`config.mk`:
```
export PLATFORM = sky130hd
export DESIGN_NAME = lsu_ctrl_flat
export DESIGN_NICKNAME = d
export VERILOG_FILES = /design/src/rtl/lsu_ctrl_if.sv /design/src/rtl/lsu_ctrl.sv /design/src/flat_wrapper.sv
export SDC_FILE = /design/constraint.sdc
export NUM_CORES = 1
export LEC_CHECK = 0
export CORE_AREA = 5 5 145 147
export DETAILED_ROUTE_END_ITERATION = 6
export DIE_AREA = 0 0 150 152
export GPL_ROUTABILITY_DRIVEN = 0
export PLACE_DENSITY = 0.89
export SYNTH_ARGS = -nofsm -noshare
export SYNTH_HDL_FRONTEND = slang
export SYNTH_SLANG_ARGS = --single-unit
```
`constraint.sdc`:
```
create_clock -name clk -period 8.97 [get_ports clk]
set_input_delay 2.2425 -clock clk [delete_from_list [all_inputs] [get_ports clk]]
set_output_delay 2.2425 -clock clk [all_outputs]
set_load 0.01 [all_outputs]
```
`src/rtl/lsu_ctrl_if.sv`:
```
// Word-wide req/ack data-memory port between the load/store unit and memory.
// The master issues requests; the slave answers with ack and read data.
interface lsu_ctrl_if #(
  parameter int ADDR_W = 32
);
  logic              mem_req;
  logic              mem_we;
  logic [ADDR_W-1:0] mem_addr;
  logic [3:0]        mem_be;
  logic [31:0]       mem_wdata;
  logic              mem_ack;
  logic [31:0]       mem_rdata;

  modport master (
    output mem_req, mem_we, mem_addr, mem_be, mem_wdata,
    input  mem_ack, mem_rdata
  );

  modport slave (
    input  mem_req, mem_we, mem_addr, mem_be, mem_wdata,
    output mem_ack, mem_rdata
  );
endinterface

```
`src/rtl/lsu_ctrl.sv`:
```
// Load/store unit: issues one or two word transactions per access, stalls the
// datapath meanwhile and returns sign/zero-extended load data with a done pulse.
module lsu_ctrl #(
  parameter int ADDR_W = 32
) (
  input  logic              clk,
  input  logic              rst,
  input  logic              start,
  input  logic              mem_wren,
  input  logic [2:0]        l_length,
  input  logic              l_unsigned,
  input  logic [1:0]        s_length,
  input  logic [ADDR_W-1:0] addr,
  input  logic [31:0]       st_data,
  output logic [31:0]       ld_data,
  output logic              done,
  output logic              err,
  output logic              stall,
  lsu_ctrl_if.master        mem
);

  typedef enum logic [1:0] {IDLE, ACC0, ACC1, RESP} state_t;

  state_t      state_r, state_nx;
  logic        wren_r, uns_r, split_r, err_r;
  logic [1:0]  sz_r, off_r;
  logic [3:0]  mask_r;
  logic [31:0] st_r, lo_r, ld_r;

  logic [1:0]  sz_in;
  logic        ill_in, uns_in, split_in, ack_v;
  logic [3:0]  mask_in, be_lo_in, be_hi;
  logic [31:0] wd_lo_in, wd_hi, asm_hi, asm_lo, ld_win;

  // Size code 0/1/2 selects a 1/2/4-byte access; extension from bit 8n-1.
  function automatic logic [31:0] ld_ext(input logic [31:0] w, input logic [1:0] sz,
                                         input logic uns);
    case (sz)
      2'd0:    ld_ext = uns ? {24'd0, w[7:0]}  : {{24{w[7]}}, w[7:0]};
      2'd1:    ld_ext = uns ? {16'd0, w[15:0]} : {{16{w[15]}}, w[15:0]};
      default: ld_ext = w;
    endcase
  endfunction

  always_comb begin
    sz_in  = 2'd0;
    ill_in = 1'b0;
    if (mem_wren) begin
      sz_in  = s_length;
      ill_in = (s_length == 2'b11);
    end else begin
      sz_in  = l_length[1:0];
      ill_in = (l_length[1:0] == 2'b11) || (l_length == 3'b110);
    end
    uns_in = l_unsigned | l_length[2];
    case (sz_in)
      2'd0:    mask_in = 4'b0001;
      2'd1:    mask_in = 4'b0011;
      default: mask_in = 4'b1111;
    endcase
  end

  // Lanes of the low word come from the live inputs, the high word from captured state.
  assign be_lo_in = mask_in << addr[1:0];
  assign wd_lo_in = st_data << {addr[1:0], 3'b000};
  assign split_in = |(mask_in >> (3'd4 - {1'b0, addr[1:0]}));
  assign be_hi    = mask_r >> (3'd4 - {1'b0, off_r});
  assign wd_hi    = st_r >> {(3'd4 - {1'b0, off_r}), 3'b000};

  assign ack_v  = mem.mem_ack & mem.mem_req;
  assign asm_hi = (state_r == ACC1) ? mem.mem_rdata : 32'd0;
  assign asm_lo = (state_r == ACC1) ? lo_r : mem.mem_rdata;
  assign ld_win = 32'({asm_hi, asm_lo} >> {off_r, 3'b000});

  always_ff @(posedge clk or posedge rst) begin
    if (rst) state_r <= IDLE;
    else     state_r <= state_nx;
  end

  always_comb begin
    state_nx = state_r;
    case (state_r)
      IDLE: if (start) state_nx = ill_in ? RESP : ACC0;
      ACC0: if (ack_v) state_nx = split_r ? ACC1 : RESP;
      ACC1: if (ack_v) state_nx = RESP;
      RESP: state_nx = IDLE;
      default: state_nx = IDLE;
    endcase
  end

  always_comb begin
    done  = (state_r == RESP);
    err   = (state_r == RESP) & err_r;
    stall = ((state_r == IDLE) & start) | (state_r == ACC0) | (state_r == ACC1);
  end

  assign ld_data = ld_r;

  always_ff @(posedge clk or posedge rst) begin
    if (rst) begin
      wren_r        <= 1'b0;
      uns_r         <= 1'b0;
      split_r       <= 1'b0;
      err_r         <= 1'b0;
      sz_r          <= 2'd0;
      off_r         <= 2'd0;
      mask_r        <= 4'd0;
      st_r          <= 32'd0;
      lo_r          <= 32'd0;
      ld_r          <= 32'd0;
      mem.mem_req   <= 1'b0;
      mem.mem_we    <= 1'b0;
      mem.mem_addr  <= '0;
      mem.mem_be    <= 4'd0;
      mem.mem_wdata <= 32'd0;
    end else begin
      case (state_r)
        IDLE: if (start) begin
          wren_r  <= mem_wren;
          uns_r   <= uns_in;
          split_r <= split_in;
          err_r   <= ill_in;
          sz_r    <= sz_in;
          off_r   <= addr[1:0];
          mask_r  <= mask_in;
          st_r    <= st_data;
          ld_r    <= 32'd0;
          if (!ill_in) begin
            mem.mem_req   <= 1'b1;
            mem.mem_we    <= mem_wren;
            mem.mem_addr  <= {addr[ADDR_W-1:2], 2'b00};
            mem.mem_be    <= be_lo_in;
            mem.mem_wdata <= wd_lo_in;
          end
        end
        ACC0: if (ack_v) begin
          lo_r <= mem.mem_rdata;
          if (split_r) begin
            mem.mem_addr  <= mem.mem_addr + ADDR_W'(4);
            mem.mem_be    <= be_hi;
            mem.mem_wdata <= wd_hi;
          end else begin
            mem.mem_req <= 1'b0;
            mem.mem_we  <= 1'b0;
            if (!wren_r) ld_r <= ld_ext(ld_win, sz_r, uns_r);
          end
        end
        ACC1: if (ack_v) begin
          mem.mem_req <= 1'b0;
          mem.mem_we  <= 1'b0;
          if (!wren_r) ld_r <= ld_ext(ld_win, sz_r, uns_r);
        end
        default: ;
      endcase
    end
  end

endmodule

```
`src/flat_wrapper.sv`:
```
// flat-port wrapper written by rule: the top's interface ports become plain ports
module lsu_ctrl_flat 
#(
  parameter int ADDR_W = 32
)
  (clk, rst, start, mem_wren, l_length, l_unsigned, s_length, addr, st_data, ld_data, done, err, stall, mem_mem_req, mem_mem_we, mem_mem_addr, mem_mem_be, mem_mem_wdata, mem_mem_ack, mem_mem_rdata);
  lsu_ctrl_if #(.ADDR_W(ADDR_W)) mem_i ();
  input  logic clk;
  input  logic rst;
  input  logic start;
  input  logic mem_wren;
  input  logic [2:0] l_length;
  input  logic l_unsigned;
  input  logic [1:0] s_length;
  input  logic [ADDR_W-1:0] addr;
  input  logic [31:0] st_data;
  output logic [31:0] ld_data;
  output logic done;
  output logic err;
  output logic stall;
  output wire logic [$bits(mem_i.mem_req)-1:0] mem_mem_req;
  output wire logic [$bits(mem_i.mem_we)-1:0] mem_mem_we;
  output wire logic [$bits(mem_i.mem_addr)-1:0] mem_mem_addr;
  output wire logic [$bits(mem_i.mem_be)-1:0] mem_mem_be;
  output wire logic [$bits(mem_i.mem_wdata)-1:0] mem_mem_wdata;
  input wire logic [$bits(mem_i.mem_ack)-1:0] mem_mem_ack;
  input wire logic [$bits(mem_i.mem_rdata)-1:0] mem_mem_rdata;
  assign mem_mem_req = mem_i.mem_req;
  assign mem_mem_we = mem_i.mem_we;
  assign mem_mem_addr = mem_i.mem_addr;
  assign mem_mem_be = mem_i.mem_be;
  assign mem_mem_wdata = mem_i.mem_wdata;
  assign mem_i.mem_ack = mem_mem_ack;
  assign mem_i.mem_rdata = mem_mem_rdata;
  lsu_ctrl #(.ADDR_W(ADDR_W)) u_core (.clk(clk), .rst(rst), .start(start), .mem_wren(mem_wren), .l_length(l_length), .l_unsigned(l_unsigned), .s_length(s_length), .addr(addr), .st_data(st_data), .ld_data(ld_data), .done(done), .err(err), .stall(stall), .mem(mem_i));
endmodule
```
==> results of run 1 <==
per-layer routing:
layer	wire (µm)	vias to the layer above
met5	11	-
met4	809	2
met3	2480	76
met2	14100	469
met1	12000	4442
li1	-	4136
cell families after synthesis:
logic type / share of synthesized area [%]
other cells: 0.0375
simple gates: 13.3
buf+inv: 4.06
compound gates: 19.1
mux: 18.4
fa+ha+maj: 1.13
flops: 44.0
per-stage QoR:
step	util (%)	hold slack, ns	std cells	total power, µW	cell area [µm²]
after floorplan	-	0.434	1041	2930	10000
after global placement	61.7	0.448	1446	3680	12200
after detailed placement	61.7	0.460	1446	3760	12200
after CTS	64.5	0.475	1478	4490	12800
after global routing	64.5	0.510	1478	4800	12800
final	64.5	0.481	1478	4510	12800
power by group:
group / switching, µW / leakage (µW) / internal (µW)
clock: 347 / 0.000266 / 372
combinational: 1250 / 0.00273 / 1080
sequential: 311 / 0.00215 / 1150
cell type report:
| cell class | count | area [µm²] |
|---|---|---|
| fillers | 1570 | 7010 |
| inverters | 12 | 50.0 |
| flip-flops and latches | 176 | 4410 |
| clock buffers | 18 | 439 |
| clock inverters | 14 | 121 |
| well taps | 270 | 338 |
| repair buffers | 221 | 2180 |
| multi-input cells | 767 | 5230 |
cell usage in the layout (no fill, tap or decap), types with 5 or more instances in the layout:
master,n
inv_1,10
and3_1,5
ha_1,7
nand3_1,29
a221o_1,7
a221oi_1,17
buf_4,12
o211ai_1,8
mux2_2,95
clkbuf_16,17
o22ai_1,17
nand2_1,126
o21ai_0,84
nor2b_1,19
a21oi_1,60
a211o_1,7
nor2_1,69
clkdlybuf4s50_1,209
a211oi_1,8
a2bb2oi_1,24
inv_6,6
nand2b_1,6
mux2i_1,75
and2_1,5
nand4_1,18
o21ai_1,10
dfrtp_1,175
a32oi_1,8
a31oi_1,15
how the worst max path moves through the flow:
stage,endpoint,slack [ns]
CTS,stall,2.75
floorplan,u_core.err_r$_DFFE_PP0P_,1.95
global placement,stall,2.73
global route,stall,2.67
finish,stall,2.75
detailed placement,stall,2.75
sequential cells by signal (all words and copies together), names as in the netlist:
signal                count
u_core.st_r              32
u_core.ld_data           32
u_core.mask_r             3
u_core.off_r              2
u_core.mem.mem_we         1
u_core.mem.mem_be         4
u_core.uns_r              1
u_core.mem.mem_wdata     32
u_core.err_r              1
u_core.wren_r             1
u_core.sz_r               1
u_core.state_r            2
u_core.split_r            1
u_core.mem.mem_req        1
u_core.lo_r              32
u_core.mem.mem_addr      30
critical path: stages:
cell and delay (ns):
clkdlybuf4s50_1 0.42, nand2_2 0.07, buf_4 0.49, nand2_1 0.20, clkdlybuf4s50_1 0.53
==> impl_results.md, run 1 <==
- Status: finished with violations
- Failing checks: design-rule violations
- Clk root buf: clkbuf_16
- WS Path Type: in2out
- Slew Limit Fails: 0
- Area Growth Syn to Fin: 27.5%
- Initial antenna violation count: 1
- Number of DRC markers in iteration 0: 757
- I/O pin total: 212
- Synth area leaders: dfrtp_1, mux2_2, mux2i_1
- DR DRC count: 6
- Area leader, netlist: dfrtp_1
- Post-synth ARST share: 100%
- Fmax: 161 MHz
- Maximum VDD drop: 0.206 mV
- Worst skew pair latency: 0.44 ns
- WL final: 29300 µm
- Final hold viol count: 0
- Post-synthesis cell type count: 56
- First-pass detailed-route iteration total: 7
- CTS Buffer Depth: 2
- Starting Density: 50.6%
- Yosys reg bits: 176
- Fin crit period: 6.22 ns
- Nature of the critical path endpoint: output port
- Critical path peak fanout: 51
- Setup Fix Bufs, Post-CTS: 0
- Final setup viols: 0
- Critical Path AT: 3.98 ns
- Grt total ovfl: 0
- PortBufs: 209
- Layout cells sized above 1: 13.1%
- Pwr per Cell Area: 353 mW/mm²
- Cts hold-fix bufs: 0
- Wire length per cell: 19.8 µm
- Post_cts resized: 0
- Maxcap violations: 0
- Yosys warnings: 0
- GR met1 Demand/Resource: 34.4%
- First-pass GRT wire length: 47600 µm
- GR peak layer: met2
- # rows: 52
- Top-count cell post-synth: dfrtp_1
- Hold crit path type: reg2reg
- CP startpoint kind: input pin
- FF-to-FF End: u_core.mem.mem_wdata[31]$_DFFE_PP0P_
- Die Width: 150 µm
- CTS tree: done
- Sequential area share after synthesis: 44.0%
- CP Data Required Time: 6.73 ns
- RSZ-0062 raised after global routing: false
- Hold depth: 1
- Post-Place Worst Slack: 2.75 ns
- Final ANT Viol Nets: 0
- Chip height: 152 µm
- Grt met3 use: 6.05%
- Area share of the largest cell type after synthesis: 44.0%
- DIE AREA: 0.0228 mm²
- Relative slew slack: 23.0%
- Avg Vias per Cell: 6.17
- Met2 Use GR: 40.3%
- Reg2Reg Depth: 6
- Worst slew pin tran: 1.15 ns
- Syn Inst Count: 1040
- Pin count of the biggest net entering global routing: 102
- Cts bufs inserted: 17
- Clock transition at path regs: 0.06 ns
- Clock skew: 0.0139 ns
- Mean Syn Cell Area: 9.62 µm²
- CTS Sinks: 176
- Crit path from: start
- Synth top cells by count: dfrtp_1, nand2_1, mux2_2
- H-tree Lvls: 4
- Launch point of the worst reg-to-reg path: u_core.off_r[1]$_DFFE_PP0P_
- Number of flops mapped to enable cells by yosys: 0
- Post-Syn Area: 0.0100 mm²
- Vias in the first global route: 8994
- GRT Overall Usage: 25.6%
- NumNets Final: 1311
- Leakage: 0.00515 µW
- Hold_sp: u_core.mask_r[0]$_DFFE_PP0P_
- Worst setup margin: 2.75 ns
- Antenna diodes: 0
- Setup TNS: 0 ns
- Via Count: 9125
- Main synth FF type: dfrtp_1
- Period utilisation layout: 69.3%
- Reg2Reg Setup Slack: 4.44 ns
- Worst Hold Path EP: u_core.mask_r[0]$_DFFE_PP0P_
- Dpl hpwl: 19300 µm
- Core box area: 0.0198 mm²
(Power assumes the default switching activity.)
==> run 2: changes to the inputs <==
==> constraint.sdc (replaced) <==
create_clock -name clk -period 5.8 [get_ports clk]
set_input_delay 1.45 -clock clk [delete_from_list [all_inputs] [get_ports clk]]
set_output_delay 1.45 -clock clk [all_outputs]
set_load 0.01 [all_outputs]
==> impl_results.md, run 2 (synthesized netlist as in run 1, its figures left out) <==
- Chip height: 152 µm (unchanged)
- Die Width: 150 µm (unchanged)
- Core box area: 0.0198 mm² (unchanged)
- PortBufs: 209 (unchanged)
- WS Path Type: reg2reg (was in2out)
- Sw Pwr: 2980 µW (was 1910 µW)
- Fin util: 64.8% (was 64.5%)
- Post_cts resized: 0 (unchanged)
- Fmax: 241 MHz
- DIE AREA: 0.0228 mm² (unchanged)
- Hold crit path type: reg2reg (unchanged)
- Cts bufs inserted: 17 (unchanged)
- Setup Fix Bufs, Post-CTS: 0 (unchanged)
- Period utilisation layout: 71.6%
- Final hold viol count: 0 (unchanged)
- Setup TNS: 0 ns (unchanged)
- Antenna diodes: 0 (unchanged)
- Reg2Reg Setup Slack: 1.65 ns (was 4.44 ns)
- Fin crit period: 4.15 ns
- Worst skew pair latency: 0.44 ns (about the same)
- WL final: 30300 µm (was 29300 µm)
- I/O pin total: 212 (unchanged)
- RSZ-0062 raised after global routing: false (unchanged)
- Area Growth Syn to Fin: 28.1% (was 27.5%)
- Maxcap violations: 0 (unchanged)
- Critical Path AT: 4.51 ns (was 3.98 ns)
- Most frequent cells in the layout: clkdlybuf4s50_1, dfrtp_1, nand2_1, mux2_2, o21ai_0 (unchanged)
- Slew Limit Fails: 0 (unchanged)
- Critical-path top delay cell: ha_1 (was clkdlybuf4s50_1)
- Wire length per cell: 20.5 µm (was 19.8 µm)
- Worst stage delay on the critical path: 1.15 ns (was 0.53 ns)
- H-tree Lvls: 4 (unchanged)
- Int Pwr: 4110 µW (was 2600 µW)
- Starting Density: 50.6% (unchanged)
- Leakage: 0.00518 µW (was 0.00515 µW)
- Pin count of the biggest net entering global routing: 177 (was 102)
- Layout cells sized above 1: 13.1% (unchanged)
- DR DRC count: 0 (was 6)
- Status: finished clean (was finished with violations)
- Most common cell after layout, fill and taps aside: clkdlybuf4s50_1 (unchanged)
- CP Data Required Time: 6.16 ns (was 6.73 ns)
- Final setup viols: 0 (unchanged)
- Seq pwr share: 32.3% (was 32.4%)
- Nature of the critical path endpoint: register (was output port)
- Vias in the first global route: 9025 (was 8994)
- Dpl hpwl: 20000 µm (was 19300 µm)
- Cell Chain, Critical Path: inv_1 -> ha_1 -> nor2b_1 -> nand2_1 -> o21ai_0 -> a221oi_1 -> nor2_1 (was clkdlybuf4s50_1 -> nand2_2 -> buf_4 -> nand2_1 -> clkdlybuf4s50_1)
- # rows: 52 (unchanged)
- Gate power share: 51.2% (was 51.6%)
- Initial antenna violation count: 1 (unchanged)
- GRT Overall Usage: 26.0% (was 25.6%)
- CTS tree: done (unchanged)
- Via Count: 9172 (was 9125)
- Sw Share: 42.1% (was 42.3%)
- Grt total ovfl: 0 (unchanged)
- Clock transition at path regs: 0.07 ns (was 0.06 ns)
- Maximum VDD drop: 0.292 mV (was 0.206 mV)
- Final ANT Viol Nets: 0 (unchanged)
- Worst slew pin tran: 1.30 ns (was 1.15 ns)
- Critical path peak fanout: 33 (was 51)
- Clock share of power: 16.6% (was 15.9%)
- CP startpoint kind: register (was input pin)
- Avg Vias per Cell: 6.21 (was 6.17)
- CTS Sinks: 176 (unchanged)
- Relative slew slack: 12.7% (was 23.0%)
- CTS Buffer Depth: 2 (unchanged)
- Pwr per Cell Area: 553 mW/mm² (was 353 mW/mm²)
- Clock skew: 0.0140 ns (was 0.0139 ns)
- NumNets Final: 1311 (unchanged)
- Clk root buf: clkbuf_16 (unchanged)
- First-pass detailed-route iteration total: 5 (was 7)
- Number of DRC markers in iteration 0: 852 (was 757)
- Cts hold-fix bufs: 0 (unchanged)
- First-pass GRT wire length: 47900 µm (was 47600 µm)
run 2: cell types whose count changed in the layout (fill, tap and decap cells not counted), sizes merged:
cell      change
clkinvlp      -2
clkinv        +3
inv           -3
bufinv        +2
run 2: final timing paths:
check | start | end | cells past startpoint
max in group asynchronous | rst | u_core.lo_r[23]$_DFFE_PP0P_ | 3
worst min-delay path | u_core.mask_r[0]$_DFFE_PP0P_ | u_core.mask_r[0]$_DFFE_PP0P_ | 1
min in group asynchronous | rst | u_core.st_r[15]$_DFFE_PP0P_ | 3
worst max register to register | u_core.off_r[1]$_DFFE_PP0P_ | u_core.mem.mem_wdata[15]$_DFFE_PP0P_ | 7
worst max-delay path | u_core.off_r[1]$_DFFE_PP0P_ | u_core.mem.mem_wdata[15]$_DFFE_PP0P_ | 7
worst min register to register | u_core.mask_r[0]$_DFFE_PP0P_ | u_core.mask_r[0]$_DFFE_PP0P_ | 1
run 2: layout make-up:
type / count / area [µm²]
inverter: 12 / 48.8
timing repair buffer: 221 / 2190
multi-input combinational: 767 / 5240
clock buffer: 18 / 439
tap: 270 / 338
fill: 1585 / 6960
clock inverter: 14 / 151
sequential: 176 / 4410
run 2: power groups by stage:
| stage | clock [µW] | sequential (µW) | combinational (µW) |
|---|---|---|---|
| after floorplan | 0 | 2230 | 2290 |
| after global placement | 0 | 2250 | 3450 |
| after detailed placement | 0 | 2270 | 3570 |
| after CTS | 1190 | 2270 | 3600 |
| after global routing | 1240 | 2350 | 3930 |
| final | 1170 | 2290 | 3630 |
run 2: stage by stage:
| step | cells | setup slack (ns) | hold slack [ns] | instance area (µm²) | total power [µW] |
|---|---|---|---|---|---|
| after floorplan | 1041 | 2.10 | 0.434 | 10000 | 4530 |
| after global placement | 1446 | 1.71 | 0.454 | 12200 | 5700 |
| after detailed placement | 1446 | 1.61 | 0.459 | 12200 | 5850 |
| after CTS | 1478 | 1.66 | 0.473 | 12800 | 7060 |
| after global routing | 1478 | 1.44 | 0.489 | 12800 | 7530 |
| final | 1478 | 1.65 | 0.472 | 12800 | 7090 |
run 2: per-layer routing:
metal / routed length [µm] / share of wire (%) / global-route usage [%] / up-vias
met2: 14600 / 48 / 42.6 / 538
met3: 2840 / 9.4 / 6.85 / 87
met5: 13 / 0.043 / 0 / -
li1: - / - / - / 4125
met4: 981 / 3.2 / 10.2 / 2
met1: 11800 / 39 / 32.9 / 4420
run 2: worst max-delay path: cells and delay by family (launching register included):
kind,cells,cell delay (ns)
compound gates,2,0.23
fa+ha+maj,1,1.15
buf+inv,1,0.64
flops,1,1.00
simple gates,3,1.05
